## config.mk

```make
export PLATFORM = sky130hd
export DESIGN_NAME = mux_scan_ctrl
export DESIGN_NICKNAME = d
export VERILOG_FILES = /design/src/rtl/mux_scan_ctrl.sv
export SDC_FILE = /design/constraint.sdc
export NUM_CORES = 1
export LEC_CHECK = 0
export BUFFER_PORTS_ARGS = -buffer_cell sky130_fd_sc_hd__buf_2
export CORE_MARGIN = 10
export CORE_UTILIZATION = 35
export CTS_CLUSTER_DIAMETER = 80
export DETAILED_ROUTE_END_ITERATION = 16
export GPL_ROUTABILITY_DRIVEN = 1
export GPL_TIMING_DRIVEN = 0
export HOLD_SLACK_MARGIN = 0.05
export MAX_ROUTING_LAYER = met4
export SYNTH_ARGS = -nofsm -noshare
export SYNTH_HDL_FRONTEND = slang
export SYNTH_SLANG_ARGS = --single-unit
```

## constraint.sdc

```tcl
create_clock -name clk -period 1.7 [get_ports clk]
set_clock_uncertainty 0.15 [all_clocks]
set_input_delay 0.085 -clock clk [delete_from_list [all_inputs] [get_ports clk]]
set_output_delay 0.085 -clock clk [all_outputs]
set_load 0.005 [all_outputs]
```

## src/rtl/mux_scan_ctrl.sv

```systemverilog
// rtl/mux_scan_ctrl.sv - scans a mux sel across all inputs and assembles the sampled bits into a word
module mux_scan_ctrl #(
  parameter int SEL_W  = 2,
  parameter int SETTLE = 1
) (
  input  logic                    clk,
  input  logic                    rst,
  input  logic                    start,
  input  logic                    cont,
  input  logic                    mux_out,
  output logic [SEL_W-1:0]        sel,
  output logic                    busy,
  output logic                    done,
  output logic [(2**SEL_W)-1:0]   data
);

  localparam int N     = 2 ** SEL_W;
  localparam int CNT_W = (SETTLE < 2) ? 1 : $clog2(SETTLE + 1);

  localparam logic [CNT_W-1:0] RELOAD  = CNT_W'(SETTLE);
  localparam logic [CNT_W-1:0] CNT_ONE = CNT_W'(1);
  localparam logic [SEL_W-1:0] SEL_MAX = SEL_W'(N - 1);
  localparam logic [SEL_W-1:0] SEL_ONE = SEL_W'(1);

  typedef enum logic {
    ST_IDLE = 1'b0,
    ST_SCAN = 1'b1
  } state_t;

  state_t             state_q, state_d;
  logic [SEL_W-1:0]   sel_q, sel_d;
  logic [CNT_W-1:0]   cnt_q, cnt_d;
  logic [N-1:0]       shadow_q, shadow_d;
  logic [N-1:0]       data_q, data_d;
  logic               done_q, done_d;

  // State, index, settle counter, partial word and published word registers.
  always_ff @(posedge clk or posedge rst) begin
    if (rst) begin
      state_q  <= ST_IDLE;
      sel_q    <= '0;
      cnt_q    <= '0;
      shadow_q <= '0;
      data_q   <= '0;
      done_q   <= 1'b0;
    end else begin
      state_q  <= state_d;
      sel_q    <= sel_d;
      cnt_q    <= cnt_d;
      shadow_q <= shadow_d;
      data_q   <= data_d;
      done_q   <= done_d;
    end
  end

  // Next-state: count down the settle time, sample on expiry, publish the word after the last index.
  always_comb begin
    state_d  = state_q;
    sel_d    = sel_q;
    cnt_d    = cnt_q;
    shadow_d = shadow_q;
    data_d   = data_q;
    done_d   = 1'b0;

    unique case (state_q)
      ST_IDLE: begin
        if (start) begin
          state_d  = ST_SCAN;
          sel_d    = '0;
          cnt_d    = RELOAD;
          shadow_d = '0;
        end
      end

      ST_SCAN: begin
        if (cnt_q == CNT_ONE) begin
          shadow_d[sel_q] = mux_out;
          cnt_d           = RELOAD;
          if (sel_q != SEL_MAX) begin
            sel_d = sel_q + SEL_ONE;
          end else begin
            // Publish the whole word at once; the partial word restarts empty.
            data_d   = shadow_d;
            done_d   = 1'b1;
            sel_d    = '0;
            shadow_d = '0;
            if (!cont) begin
              state_d = ST_IDLE;
            end
          end
        end else begin
          cnt_d = cnt_q - CNT_ONE;
        end
      end

      default: begin
        state_d = ST_IDLE;
      end
    endcase
  end

  assign sel  = sel_q;
  assign busy = (state_q == ST_SCAN);
  assign done = done_q;
  assign data = data_q;

endmodule

```

[Word-level counts from Yosys, hierarchy flattened]
Cells that the tools add are included.
Word-level totals
  flip-flop bits (word level): 13
  input bits: 5
Operators by class
  add/sub/neg operators: 2
  order comparisons: 2
  equal/unequal tests: 3
  multiplexer cells: 22
  bitwise operators: 2
  reductions and logical operators: 3
Operators with widths (number)
  two-way mux 4 bit: 3
  two-way mux 1 bit: 10
  one-hot mux 4 bit (2 select lines): 1
  two-way mux 2 bit: 3
  bitwise mux 4 bit: 1
  != test 2 bit (second input constant): 2
  one-hot mux 1 bit (2 select lines): 2
  one-hot mux 2 bit (2 select lines): 1
  < comparator 2 x 3 -> 1 bit (second input constant): 1
  AND reduction 3 bit: 1
  adder 2 x 1 -> 2 bit (second input constant): 1
  demux 1 bit (select 2 bit): 1
  greater-or-equal comparator 2 x 1 -> 1 bit (second input constant): 1
  != test 2 x 1 -> 1 bit (second input constant): 1
  inverter 1 bit: 2
  AND reduction 2 bit: 1
  logical AND 1 bit: 1
  subtractor 1 bit (second input constant): 1

[Longest topological paths before layout]
  word-level depth: 8
  depth in mapped cells: 4
  depth with buffers taken out: 4

[Worst setup path after synthesis]
No wires, ideal clock.
  path type: register -> register
  from: reg sel_q[0] (netlist: sel[0])
  to: reg data_q[3] (netlist: data[3])
  library setup time: 0.125 ns
  arrival: 1.085 ns
  required time: 1.425 ns
  path slack: 0.340 ns
  stages on the path, launching flop included: 4
  cells stage by stage: dfrtp_1 ha_1 nand3_2 mux2_4
Between the ends
  longest elaborated chain between the ends: 5
  elaborated cells on any way between the ends: 9
  classes of those cells: order compare (2); eq/ne (1); mux (3); bitwise (1); reduce/logical (2)
RTL lines
  start: declaration: RTL line 31  | logic [SEL_W-1:0] sel_q, sel_d;
  start signal: assignment: RTL line 48  | sel_q <= sel_d;
  < comparator 2 x 3 -> 1 bit (not written as such) or greater-or-equal comparator 2 x 1 -> 1 bit (tied branches): RTL line 77  | shadow_d[sel_q] = mux_out;
  logical AND 1 bit (not written as such): RTL line 77
  two-way mux 1 bit (not written as such): RTL line 77
  demux 1 bit (select 2 bit): RTL line 77
  bitwise mux 4 bit: RTL line 77
  end signal: assignment: RTL line 51  | data_q <= data_d;
  end: declaration: RTL line 34  | logic [N-1:0] data_q, data_d;
Parallel ways exist; a longest one is shown, timed or not.
A chain may end at the register's enable or synchronous reset.

[Final worst setup path]
Same ends and word-level chain as after synthesis.

==> impl_metrics.tcl <==
set metrics [dict create \
    status "finished clean" \
    worstPathRequired_ns 1.71 \
    slew_violations 0 \
    layout_common_cells "dfrtp_1, buf_2" \
    grt_pass1_wl_um 1940 \
    clk_latency_ns 0.27 \
    syn-num-nets 57 \
    grt.overflow.total 0 \
    yosysUniqueCellTypes 19 \
    cellPowerDensity_nw_per_um2 1770 \
    cap_violations 0 \
    synth_fa_ha_area_frac 0.0868 \
    root_buffer "clkbuf_4" \
    drive_above_1_share 0.368 \
    fmax_mhz 700 \
    synth-xor-area-share 0 \
    switchingPower_mw 0.462 \
    p_int_mw 0.839 \
    antenna_left 0 \
    netlist_instances 48 \
    dpl.cell_count 76 \
    synthArstFlopShare 1.00 \
    min_period_ns 1.43 \
    rows 14 \
    cts_htree_levels 1 \
    nFillCells 147 \
    n_antenna_cell 0 \
    drc 0 \
    vias 403 \
    clock_sinks 12 \
    startpoint_type "flip-flop" \
    layout.nets 78 \
    drtPass1Iterations 4 \
    multi_input_area_sq_um 250 \
    setup_violations 0 \
    first_iter_violations 2 \
    worst_pin_slew_ns 0.462 \
    io_pins 13 \
    grtUsageTotal 0.0728 \
    syn2layout_area_growth_pct 27.1 \
    vdd_drop_max_mv 0.793 \
    criticalPathCategory "flip-flop to flip-flop" \
    pwr-share-seq 0.363 \
    post_cts_buffers 0 \
    synthFlopType "dfrtp_1" \
    synth_edf_count 0 \
    slew_headroom 0.692 \
    antenna_found_initial 0 \
    grt_max_degree 13 \
    synth_top_family_by_area "compound AO/OA/AOI/OAI gates" \
    fp.coreArea_sq_um 1520 \
    min_path_type "input port to asynchronous set/reset pin" \
    cts_tree "built" \
    dieWidth_um 60.6 \
    synthesis.area_sq_um 577 \
    routedWlPerCell_um 13.4 \
    clk_path_buf_depth 2 \
    synth_area_per_cell_sq_um 12.0 \
    dieHeight_um 60.6 \
    p_clk_frac 0.178 \
    finalHoldViolCount 0 \
    critical_path.endpoint_type "flip-flop" \
    swShare 0.355 \
    combPwrFrac 0.459 \
    worstPathArrival_ns 1.44 \
    muxShareOfSynthArea 0.104 \
    path_clk_slew_ns 0.08 \
    post_cts_resize_count 0 \
    regArea_sq_um 300 \
    period_share 0.840 \
    synth_compound_area_frac 0.158 \
    ys_warn_count 0 \
    port_buffers 12 \
    p_leak_nw 0.382 \
    numCtsBuffers 3 \
    gp_congestion 0.709 \
    synth-simple-area-share 0.0846 \
    routed_via_density 4.80 \
    post-dp-hpwl_um 816 \
    final_cells 84 \
    grt_setup_unrepaired "false" \
    seq_area_frac_synth 0.521 \
    initial_utilization 0.378 \
    wl_um 1130 \
    ys_ff_latch 12 \
    cp_max_fo 9 \
    dieArea_sq_um 3670 \
    tns_ns 0 \
    grt_pass1_vias 409 \
]
## through the flow
step	area [sq um]	power (mW)	hold WS [ns]	util	setup slack (ns)
6_report	733	1.30	0.205	0.481	0.271
5_1_grt	733	1.42	0.282	0.481	0.176
4_1_cts	733	1.32	0.227	0.481	0.255
3_5_place_dp	657	1.08	-0.0253	0.431	0.259
3_3_place_gp	657	1.07	-0.0252	0.431	0.277
2_1_floorplan	577	0.905	-0.200	-	0.340
## cells in the mapped netlist (2+ instances only)
master	n	area share
o21ai_1	2	0.017
o21ai_0	4	0.035
nand2_1	4	0.026
mux2i_1	3	0.052
ha_1	4	0.087
a32o_2	2	0.039
a21oi_1	2	0.017
mux2_4	2	0.052
dfrtp_1	12	0.52
inv_1	4	0.026
## path summary, 6_finish.rpt
kind,from,end,slack [ns],cells after the start
worst min register to register,data[1]$_DFFE_PP0P_,data[1]$_DFFE_PP0P_,0.32,2
worst max register to register,sel[0]$_DFFE_PP0P_,data[3]$_DFFE_PP0P_,0.27,3
min in group clk,data[1]$_DFFE_PP0P_,data[1]$_DFFE_PP0P_,0.32,2
worst min-delay path,rst,busy$_DFF_PP0_,0.20,3
worst max-delay path,sel[0]$_DFFE_PP0P_,data[3]$_DFFE_PP0P_,0.27,3
max in group asynchronous,rst,sel[0]$_DFFE_PP0P_,0.88,3
## power by group through the flow
stage	registers [mW]	logic, mW	clock network [mW]
finish	0.472	0.597	0.232
global route	0.493	0.678	0.253
floorplan	0.485	0.420	0
global placement	0.475	0.594	0
CTS	0.474	0.612	0.237
detailed placement	0.482	0.598	0
## final cells by class
| type | count | share of cell area |
|---|---|---|
| flip-flops and latches | 12 | 0.410 |
| multi-input cells | 31 | 0.341 |
| inverters | 4 | 0.0205 |
| repair buffers | 16 | 0.137 |
| clock buffers | 4 | 0.0495 |
| plain buffers | 1 | 0.0154 |
| well taps | 16 | 0.0273 |
## critical path, cell delays in order (launching register included)
cell and delay [ns]:
dfrtp_1 0.43, ha_1 0.22, nand3_2 0.18, mux2_4 0.34
## layer usage
layer	GRT usage	wire length, um
met3	0.0418	89
met4	0.0282	0
met2	0.106	545
met1	0.0802	490
met5	-	0
## state kept, by name (all words and copies together), names as in the netlist
signal,cells
done,1
cnt_q,1
busy,1
data,4
shadow_q,3
sel,2
## repair_timing
action | 4_1_cts | 5_1_grt
endpoints found under the hold margin | 21 | 0
setup endpoints to repair | 0 | 0
hold buffers | 4 | 0
## kinds of logic after synthesis
group | count (synthesis)
AO/OA/AOI/OAI | 13
flip-flops | 12
AND/OR/NAND/NOR | 9
buffers and inverters | 5
multiplexers | 5
adder cells (fa/ha/maj) | 4
No activity file was read; power rests on OpenSTA's default activity.
